**src/rtl/sap_pkg.sv**
```systemverilog
// Shared SAP-U definitions: datapath width and control-word bit positions.
package sap_pkg;

  localparam int SAP_WIDTH = 8;

  // Bit positions of the ALU-stage controls inside the sequencer control word.
  localparam int BI = 0;  // load B register from bus
  localparam int SU = 1;  // subtract select
  localparam int EO = 2;  // drive sum onto bus
  localparam int FI = 3;  // latch flags

  localparam int CW_BITS = 4;

endpackage

```
**src/rtl/dm74ls283_quad_adder.sv**
```systemverilog
// 4-bit carry-lookahead adder slice, modelled on the 74LS283.
module dm74ls283_quad_adder (
  input  logic [3:0] a,
  input  logic [3:0] b,
  input  logic       cin,
  output logic [3:0] sum,
  output logic       cout
);

  logic [3:0] g;
  logic [3:0] p;
  logic [4:0] c;

  assign g = a & b;
  assign p = a ^ b;

  // Flat lookahead equations: every carry depends only on g, p and cin.
  always_comb begin
    c[0] = cin;
    c[1] = g[0] | (p[0] & cin);
    c[2] = g[1] | (p[1] & g[0]) | (p[1] & p[0] & cin);
    c[3] = g[2] | (p[2] & g[1]) | (p[2] & p[1] & g[0]) | (p[2] & p[1] & p[0] & cin);
    c[4] = g[3] | (p[3] & g[2]) | (p[3] & p[2] & g[1]) | (p[3] & p[2] & p[1] & g[0])
         | (p[3] & p[2] & p[1] & p[0] & cin);
  end

  assign sum  = p ^ c[3:0];
  assign cout = c[4];

endmodule

```
**src/rtl/sap_alu_stage.sv**
```systemverilog
// SAP-U ALU stage: B register, add/subtract through chained 4-bit adders,
// bus driver and latched carry/zero/overflow flags.
module sap_alu_stage
  import sap_pkg::*;
#(
  parameter int WIDTH = SAP_WIDTH
) (
  input  logic             clk,
  input  logic             rst_n,
  input  logic [WIDTH-1:0] bus_in,
  input  logic [WIDTH-1:0] a_in,
  input  logic             bi,
  input  logic             su,
  input  logic             eo,
  input  logic             fi,
  output logic [WIDTH-1:0] bus_out,
  output logic             bus_oe,
  output logic [WIDTH-1:0] b_reg,
  output logic             cf,
  output logic             zf,
  output logic             of,
  output logic             bus_conflict
);

  localparam int NIBBLES = WIDTH / 4;

  logic [CW_BITS-1:0] cw;
  logic [WIDTH-1:0]   b_q, b_d;
  logic               cf_q, cf_d;
  logic               zf_q, zf_d;
  logic               of_q, of_d;
  logic               conflict_q, conflict_d;
  logic [WIDTH-1:0]   b_eff;
  logic [WIDTH-1:0]   sum;
  logic [NIBBLES:0]   carry_chain;
  logic               carry;
  logic               ovf;

  // Gather controls in sequencer control-word order so decode matches it.
  always_comb begin
    cw     = '0;
    cw[BI] = bi;
    cw[SU] = su;
    cw[EO] = eo;
    cw[FI] = fi;
  end

  // Subtraction is A + ~B + 1: invert B and feed su in as carry.
  assign b_eff          = b_q ^ {WIDTH{cw[SU]}};
  assign carry_chain[0] = cw[SU];

  generate
    for (genvar gi = 0; gi < NIBBLES; gi++) begin : g_nibble
      dm74ls283_quad_adder u_adder (
        .a    (a_in[gi*4 +: 4]),
        .b    (b_eff[gi*4 +: 4]),
        .cin  (carry_chain[gi]),
        .sum  (sum[gi*4 +: 4]),
        .cout (carry_chain[gi+1])
      );
    end
  endgenerate

  assign carry = carry_chain[NIBBLES];
  assign ovf   = (a_in[WIDTH-1] == b_eff[WIDTH-1]) && (sum[WIDTH-1] != a_in[WIDTH-1]);

  // Next-state for B, flags and the sticky conflict bit. A load is refused
  // while we drive the bus, since B would otherwise capture its own result.
  always_comb begin
    b_d        = b_q;
    cf_d       = cf_q;
    zf_d       = zf_q;
    of_d       = of_q;
    conflict_d = conflict_q;
    if (cw[BI] && !cw[EO]) begin
      b_d = bus_in;
    end
    if (cw[FI]) begin
      cf_d = carry;
      zf_d = (sum == '0);
      of_d = ovf;
    end
    if (cw[BI] && cw[EO]) begin
      conflict_d = 1'b1;
    end
  end

  // State registers with asynchronous clear.
  always_ff @(posedge clk or negedge rst_n) begin
    if (!rst_n) begin
      b_q        <= '0;
      cf_q       <= 1'b0;
      zf_q       <= 1'b0;
      of_q       <= 1'b0;
      conflict_q <= 1'b0;
    end else begin
      b_q        <= b_d;
      cf_q       <= cf_d;
      zf_q       <= zf_d;
      of_q       <= of_d;
      conflict_q <= conflict_d;
    end
  end

  assign bus_oe       = cw[EO];
  assign bus_out      = cw[EO] ? sum : '0;
  assign b_reg        = b_q;
  assign cf           = cf_q;
  assign zf           = zf_q;
  assign of           = of_q;
  assign bus_conflict = conflict_q;

endmodule

```
**config.mk**
```make
export PLATFORM = sky130hd
export DESIGN_NAME = sap_alu_stage
export DESIGN_NICKNAME = d
export VERILOG_FILES = /design/src/rtl/sap_pkg.sv /design/src/rtl/dm74ls283_quad_adder.sv /design/src/rtl/sap_alu_stage.sv
export SDC_FILE = /design/constraint.sdc
export NUM_CORES = 1
export LEC_CHECK = 0
export BUFFER_PORTS_ARGS = -buffer_cell sky130_fd_sc_hd__buf_2
export CAP_MARGIN = 10
export CORE_MARGIN = 2
export CORE_UTILIZATION = 49
export DETAILED_ROUTE_END_ITERATION = 7
export PLACE_DENSITY = 0.86
export SYNTH_ARGS = -nofsm -noshare
export SYNTH_HDL_FRONTEND = slang
export SYNTH_HIERARCHICAL = 1
export SYNTH_SLANG_ARGS = --single-unit
```
**constraint.sdc**
```tcl
create_clock -name clk -period 5.9 [get_ports clk]
set_input_delay 1.18 -clock clk [delete_from_list [all_inputs] [get_ports clk]]
set_output_delay 1.18 -clock clk [all_outputs]
set_load 0.1 [all_outputs]
```
==> flow_summary.yaml, run 1 <==
sta:
  fin_crit_ns: 4.88
  fmax_mhz: 205
  setup_slack_ns: 1.02
  setup_viol: 0
  fin_worst_skew_ns: 0.00635
  period_share_pct: 82.7
  hold_viol_final: 0
  finalSetupTns_ns: 0
  maxSlewViolCount: 0
  worstMarginPinSlew_ns: 0.677
  rsz0062_at_grt: "false"
  worst_slew_margin_rel_pct: 54.8
clocking:
  hold_buffers: 0
  cts_sinks: 12
  post_cts_buffers: 0
  clk_latency_ns: 0.27
  clock_path_buffers: 2
  cts_buffers: 3
  ctsRootBufferMaster: "clkbuf_4"
  cts_resized: 0
  htree_levels: 1
  path_clk_slew_ns: 0.07
  cts_tree: "yes"
yosys:
  syn_nets: 117
  synth.yosys.seq_area_share_pct: 32.7
  synth_edf_count: 0
  ys.warnings.count: 6
  synth.avg_cell_area_um2: 10.8
  ys.flop_type: "dfrtp_1"
  netlist_area_um2: 917
  synthCells: 85
  yosys_register_bits: 12
  synthArstFlopShare_pct: 100
  synth_cell_types: 24
floorplanning:
  die_height_um: 47.3
  initial_core_util_pct: 52.5
  core_area_um2: 1750
  io_pins: 43
  row_count: 15
  die_area_um2: 2230
  die_w_um: 47.3
power:
  p_per_area_nw_per_um2: 448
  ir_drop_uv: 265
  p_total_mw: 0.525
  p_leak_nw: 0.634
grt:
  grt_max_degree: 13
  grt_pass1_wl_mm: 2.59
  grt_pass1_vias: 627
  gr-total-overflow: 0
  antenna_found_initial: 0
  track_usage_pct: 16.7
worst_setup_path:
  crit_top_cell: "a21o_1"
  worstSetupPathType: "input port to primary output"
  max_stage_delay_ns: 0.41
  critPathArrivalTime_ns: 3.70
  critical_path.top_delay_family: "compound AO/OA/AOI/OAI gates"
  path_buf_inv: 2
  crit_path_top_delay_cell: "buf_2"
  cp-end-kind: "primary output"
  critPathLaunchType: "input port"
  path_max_fanout: 10
  crit_required_ns: 4.72
  crit_chain: "buf_2, xor2_1, ha_1, a21o_1, a31o_1, a21o_1, a21o_1, a31o_1, xor2_1, and2_1, buf_2"
drt:
  wl_met2_um: 855
  drtAntennaViolNets: 0
  drtPass1Iterations: 4
  routed_wl_mm: 1.71
  drc: 0
  wl_met1_um: 745
  routed.top_layer: "met3"
  via_per_inst: 4.88
  vias: 746
  dr_wl_met3_um: 105
  drt_iter0_markers: 6
  wire_per_inst_um: 11.2
finish:
  final_area_um2: 1170
  area_delta_synth_final_pct: 27.7
  nNetsFinal: 161
  drive_gt1_share_pct: 43.8
  diodes: 0
  final_cell_count_no_fill: 153
  largest_reg_flops: 8
placement:
  port_buffers: 42
  placed_cells: 149
  place_congestion: 0.762
  dpl-instance-area_um2: 1130
  dp_slack_ns: 1.01
  dp_hpwl_mm: 1.54
status:
  status: "completed"
flow_run:
  cap_violations: 0
worst_hold_path:
  hp-class: "flip-flop to flip-flop"
worst paths after layout:
path                                          startpoint                  endpoint  slack [ns]  cells after the start
max in group asynchronous                          rst_n      b_reg[0]$_DFFE_PN0P_        4.92                      1
worst min register to register  bus_conflict$_DFFE_PN0P_  bus_conflict$_DFFE_PN0P_        0.46                      1
min in group asynchronous                          rst_n      b_reg[5]$_DFFE_PN0P_        0.77                      1
worst max register to register      b_reg[2]$_DFFE_PN0P_            of$_DFFE_PN0P_        3.18                     10
worst max-delay path                                  su                bus_out[7]        1.02                     11
worst min-delay path            bus_conflict$_DFFE_PN0P_  bus_conflict$_DFFE_PN0P_        0.46                      1
worst register-to-register path, cell delays in order, from the launching register on:
cell,delay [ns]
dfrtp_1,0.40
xor2_1,0.16
ha_1,0.33
a21o_1,0.19
a31o_1,0.20
a21o_1,0.19
a21o_1,0.16
a31o_1,0.24
xor2_1,0.24
or3b_1,0.38
a31oi_1,0.16
through the flow:
stage	util, %	hold WS [ns]
2_1_floorplan	-	0.884
4_1_cts	67.1	0.470
3_5_place_dp	65.0	0.445
3_3_place_gp	65.0	0.439
6_report	67.1	0.462
5_1_grt	67.1	0.500
metal layers:
metal / vias to the layer above / GRT usage, %
met1: 350 / 21.7
met5: - / 0
li1: 372 / -
met3: 0 / 4.23
met4: 0 / 5.00
met2: 24 / 27.3
report_power, final:
part | switching (mW) | internal, mW | leakage (nW)
Combinational | 0.274 | 0.0831 | 0.473
Sequential | 0.00941 | 0.0945 | 0.141
Clock | 0.0268 | 0.0375 | 0.0210
Total | 0.310 | 0.215 | 0.634
cell type report:
type / count / area [um^2]
well taps: 25 / 31.3
multi-input cells: 61 / 559
clock buffers: 4 / 36.3
inverters: 9 / 33.8
fillers: 152 / 574
repair buffers: 42 / 210
flip-flops and latches: 12 / 300
cell families (layout without fill, tap and decap cells):
kind of cell	after synthesis	count (layout)	share of synthesized area (%)
AND/OR/NAND/NOR	15	15	10.5
flip-flops	12	12	32.7
multiplexers	9	9	11.1
AO/OA/AOI/OAI	13	13	9.96
adder cells (fa/ha/maj)	10	10	15.3
buffers and inverters	12	55	6.28
XOR/XNOR	14	14	14.2
synthesized netlist by cell type, drive strengths merged (2+ instances only):
cell type	n	share of area [%]
fa	2	4.4
ha	8	11
and2	8	5.5
a21oi	2	1.1
a31o	2	1.9
dfrtp	12	33
a21o	7	5.7
xor2	10	10
inv	9	3.7
buf	3	2.6
mux2	9	11
xnor2	4	3.8
layout by cell type (no fill, tap or decap), drive strengths merged:
master / Yosys / final
o21ai: 1 / 1
nor2b: 1 / 1
a31oi: 1 / 1
buf: 3 / 42
nor3: 1 / 1
clkbuf: 0 / 4
nor2: 1 / 1
fa: 2 / 2
a21oi: 2 / 2
and2: 8 / 8
ha: 8 / 8
a31o: 2 / 2
nand3b: 1 / 1
mux2: 9 / 9
nor4: 1 / 1
or3b: 1 / 1
inv: 9 / 9
xnor2: 4 / 4
xor2: 10 / 10
a21o: 7 / 7
nand4b: 1 / 1
dfrtp: 12 / 12
No activity file was read; power rests on OpenSTA's default activity.
==> run 2, diff against run 1 <==
--- a/config.mk
+++ b/config.mk
@@ -8,9 +8,9 @@
 export BUFFER_PORTS_ARGS = -buffer_cell sky130_fd_sc_hd__buf_2
 export CAP_MARGIN = 10
 export CORE_MARGIN = 2
-export CORE_UTILIZATION = 49
+export CORE_UTILIZATION = 41
 export DETAILED_ROUTE_END_ITERATION = 7
-export PLACE_DENSITY = 0.86
+export PLACE_DENSITY = 0.77
 export SYNTH_ARGS = -nofsm -noshare
 export SYNTH_HDL_FRONTEND = slang
 export SYNTH_HIERARCHICAL = 1
==> constraint.sdc (replaced) <==
create_clock -name clk -period 4.1 [get_ports clk]
set_input_delay 0.82 -clock clk [delete_from_list [all_inputs] [get_ports clk]]
set_output_delay 0.82 -clock clk [all_outputs]
set_load 0.1 [all_outputs]
==> flow_summary.yaml, run 2 (synthesized netlist as in run 1, its figures left out) <==
status:
  status: "completed"
clocking:
  clock_path_buffers: 2
  cts_sinks: 12
  cts_buffers: 3
  hold_buffers: 0
  post_cts_buffers: 0
  cts_tree: "yes"
  path_clk_slew_ns: 0.07
  clk_latency_ns: 0.27
  ctsRootBufferMaster: "clkbuf_4"
  cts_resized: 0
  htree_levels: 1
worst_setup_path:
  critPathArrivalTime_ns: 3.15
  cp-end-kind: "primary output"
  max_stage_delay_ns: 0.27
  crit_chain: "buf_2, xor2_1, ha_1, a21o_1, a31o_1, a21o_1, a21o_1, a31o_1, xor2_1, and2_2, buf_12"
  crit_path_top_delay_cell: "ha_1"
  path_max_fanout: 10
  crit_required_ns: 3.28
  worstSetupPathType: "input port to primary output"
  critPathLaunchType: "input port"
  crit_top_cell: "a21o_1"
sta:
  fmax_mhz: 252
  hold_viol_final: 0
  worst_slew_margin_rel_pct: 56.0
  rsz0062_at_grt: "false"
  fin_crit_ns: 3.97
  setup_viol: 0
  fin_worst_skew_ns: 0.00110
  period_share_pct: 96.7
  worstMarginPinSlew_ns: 0.658
  finalSetupTns_ns: 0
  whs_ns: 0.404
  maxSlewViolCount: 0
worst_hold_path:
  hp-class: "input port to async pin"
finish:
  final_area_um2: 1240
  layout_common_cells: "buf_2 (38), dfrtp_1 (12), xor2_1 (9), mux2_2 (9), inv_1 (9)"
  largest_reg_flops: 8
  nNetsFinal: 162
  drive_gt1_share_pct: 45.0
  final_cell_count_no_fill: 157
  area_delta_synth_final_pct: 35.6
  layout_commonest_cell: "buf_2"
  diodes: 0
floorplanning:
  initial_core_util_pct: 42.3
  die_w_um: 51.3
  die_height_um: 51.3
  core_area_um2: 2170
  die_area_um2: 2630
  io_pins: 43
  row_count: 17
power:
  p_per_area_nw_per_um2: 654
  p_leak_nw: 0.656
  p_total_mw: 0.813
  ir_drop_uv: 319
drt:
  drc: 0
  routed_wl_mm: 1.90
  via_per_inst: 4.87
  drtPass1Iterations: 2
  drtAntennaViolNets: 0
  wire_per_inst_um: 12.1
  vias: 765
  drt_iter0_markers: 2
placement:
  dp_hpwl_mm: 1.71
  place_congestion: 0.812
  dpl-instance-area_um2: 1210
  port_buffers: 42
  placed_cells: 153
grt:
  gr-total-overflow: 0
  grt_max_degree: 13
  grt_pass1_wl_mm: 3.14
  grt_pass1_vias: 796
  track_usage_pct: 15.7
  antenna_found_initial: 0
flow_run:
  cap_violations: 0
-- run 2: final cells by class --
class | count | area [um^2]
clock buffers | 4 | 36.3
fillers | 204 | 926
inverters | 9 | 33.8
multi-input cells | 61 | 561
flip-flops and latches | 12 | 300
well taps | 28 | 35.0
repair buffers | 43 | 278
-- run 2: report_power, final --
group	switching [mW]	internal, mW	leakage, nW	total (mW)
Sequential	0.0138	0.136	0.141	0.150
Clock	0.0391	0.0540	0.0210	0.0931
Combinational	0.407	0.163	0.494	0.571
-- run 2: metal layers --
metal  vias up  GRT usage (%)  routed length (um)
met4         0           7.02                  19
met2        26           28.1                1020
li1        379              -                   -
met3         2           1.46                  98
met1       358           19.0                 762
met5         -              0                   0
-- run 2: path summary, 6_finish.rpt --
path | depth (start not counted) | from | slack, ns | end
setup / recovery | 11 | su | 0.13 | bus_out[7]
hold / removal | 1 | rst_n | 0.40 | b_reg[5]$_DFFE_PN0P_
setup reg to reg | 11 | b_reg[2]$_DFFE_PN0P_ | 1.29 | of$_DFFE_PN0P_
hold reg to reg | 1 | bus_conflict$_DFFE_PN0P_ | 0.46 | bus_conflict$_DFFE_PN0P_
max in group asynchronous | 1 | rst_n | 3.49 | b_reg[2]$_DFFE_PN0P_
min in group clk | 1 | bus_conflict$_DFFE_PN0P_ | 0.46 | bus_conflict$_DFFE_PN0P_
-- run 2: worst max-delay path: cells and delay by family --
family | cells | cell delay, ns
AOI/OAI and AO/OA | 5 | 1.02
buffers and inverters | 2 | 0.42
and+or+nand+nor | 1 | 0.20
adders and majority gates | 1 | 0.27
xor gates and xnor gates | 2 | 0.42
-- run 2: stage by stage --
| step | setup slack (ns) | utilization [%] |
|---|---|---|
| detailed placement | 0.108 | 55.7 |
| global route | 0.0499 | 57.3 |
| floorplan | 0.00186 | - |
| global placement | 0.243 | 55.7 |
| finish | 0.133 | 57.3 |
| CTS | 0.104 | 57.3 |
==> run 3, diff against run 2 <==
==> constraint.sdc (replaced) <==
create_clock -name clk -period 4.1 [get_ports clk]
set_input_delay 0.82 -clock clk [delete_from_list [all_inputs] [get_ports clk]]
set_output_delay 0.82 -clock clk [all_outputs]
set_load 0.005 [all_outputs]
==> flow_summary.yaml, run 3 (synthesized netlist as in run 1, its figures left out) <==
status:
  status: "completed"
drt:
  wire_per_inst_um: 12.2
  drc: 0
  vias: 757
  via_per_inst: 4.82
  drtAntennaViolNets: 0
  routed_wl_mm: 1.91
  drtPass1Iterations: 4
  drt_iter0_markers: 6
power:
  p_leak_nw: 0.639
  ir_drop_uv: 283
  p_per_area_nw_per_um2: 401
worst_setup_path:
  crit_top_cell: "a21o_1"
  critPathLaunchType: "input port"
  path_buf_inv: 2
  crit_path_top_delay_cell: "ha_1"
  crit_chain: "buf_2, xor2_1, ha_1, a21o_1, a31o_1, a21o_1, a21o_1, a31o_1, xor2_1, and2_1, buf_2"
  cp-end-kind: "primary output"
  critPathArrivalTime_ns: 2.99
  max_stage_delay_ns: 0.26
  worstSetupPathType: "input port to primary output"
  path_max_fanout: 10
  crit_required_ns: 3.28
  critical_path.top_delay_family: "compound AO/OA/AOI/OAI gates"
finish:
  diodes: 0
  area_delta_synth_final_pct: 28.9
  fillers: 221
  layout_common_cells: "buf_2 (42), dfrtp_1 (12), xor2_1 (9), mux2_2 (9), inv_1 (9)"
  nNetsFinal: 162
  largest_reg_flops: 8
  drive_gt1_share_pct: 44.2
  layout_commonest_cell: "buf_2"
grt:
  grtUsageMet2_pct: 28.6
  grt_use_met3_pct: 1.46
  grt_pass1_wl_mm: 3.32
  gr-total-overflow: 0
  grt_max_degree: 13
  grt_util_met1_pct: 20.6
  antenna_found_initial: 0
  track_usage_pct: 16.6
  grt_pass1_vias: 791
  grt_busiest_layer: "met2"
clocking:
  htree_levels: 1
  cts_tree: "yes"
  post_cts_buffers: 0
  hold_buffers: 0
  cts_buffers: 3
  clock_path_buffers: 2
  clk_latency_ns: 0.26
  cts_resized: 0
  cts_sinks: 12
  ctsRootBufferMaster: "clkbuf_4"
  path_clk_slew_ns: 0.07
floorplanning:
  die_w_um: 51.3
  row_count: 17
  io_pins: 43
  die_height_um: 51.3
  initial_core_util_pct: 42.3
  core_area_um2: 2170
  die_area_um2: 2630
sta:
  fmax_mhz: 262
  rsz0062_at_grt: "false"
  period_share_pct: 93.0
  fin_crit_ns: 3.81
  hold_viol_final: 0
  whs_ns: 0.416
  maxSlewViolCount: 0
  worst_slew_margin_rel_pct: 54.4
  fin_worst_skew_ns: 0.00347
  worstMarginPinSlew_ns: 0.683
  setup_viol: 0
  finalSetupTns_ns: 0
worst_hold_path:
  hp-class: "input port to async pin"
placement:
  place_congestion: 0.832
  dp_hpwl_mm: 1.71
  port_buffers: 42
flow_run:
  cap_violations: 0
## run 3: worst paths after layout
kind	depth (start not counted)	slack [ns]	startpoint	end
setup / recovery	11	0.29	su	bus_out[7]
hold / removal	1	0.42	rst_n	b_reg[5]$_DFFE_PN0P_
setup reg to reg	11	1.29	b_reg[2]$_DFFE_PN0P_	of$_DFFE_PN0P_
hold reg to reg	1	0.46	bus_conflict$_DFFE_PN0P_	bus_conflict$_DFFE_PN0P_
max in group asynchronous	1	3.47	rst_n	b_reg[3]$_DFFE_PN0P_
min in group clk	1	0.46	bus_conflict$_DFFE_PN0P_	bus_conflict$_DFFE_PN0P_
## run 3: final cells by class
class | count | area [um^2] | share of cell area, %
Clock buffer | 4 | 36.3 | 3.07
Inverter | 9 | 33.8 | 2.86
Multi-Input combinational cell | 61 | 559 | 47.3
Sequential cell | 12 | 300 | 25.4
Tap cell | 28 | 35.0 | 2.96
Timing Repair Buffer | 43 | 218 | 18.4
## run 3: power breakdown
group | total, mW | switching, mW | internal, mW | leakage (nW)
sequential | 0.151 | 0.0147 | 0.136 | 0.141
clock | 0.0899 | 0.0359 | 0.0539 | 0.0210
combinational | 0.234 | 0.108 | 0.125 | 0.477
total | 0.474 | 0.159 | 0.315 | 0.639
## run 3: layer usage
layer | part of all wire, % | vias to the layer above
li1 | - | 377
met1 | 41 | 346
met2 | 51 | 28
met3 | 6.0 | 6
met4 | 1.8 | 0
met5 | 0 | -
## run 3: stage by stage
stage          cells  cell area [um^2]  total power, mW  setup slack [ns]  utilization [%]
2_1_floorplan     85               917            0.302             0.586                -
3_3_place_gp     153              1150            0.380             0.353             52.8
3_5_place_dp     153              1150            0.389             0.284             52.8
5_1_grt          157              1180            0.517             0.126             54.5
4_1_cts          157              1180            0.481             0.279             54.5
6_report         157              1180            0.474             0.287             54.5
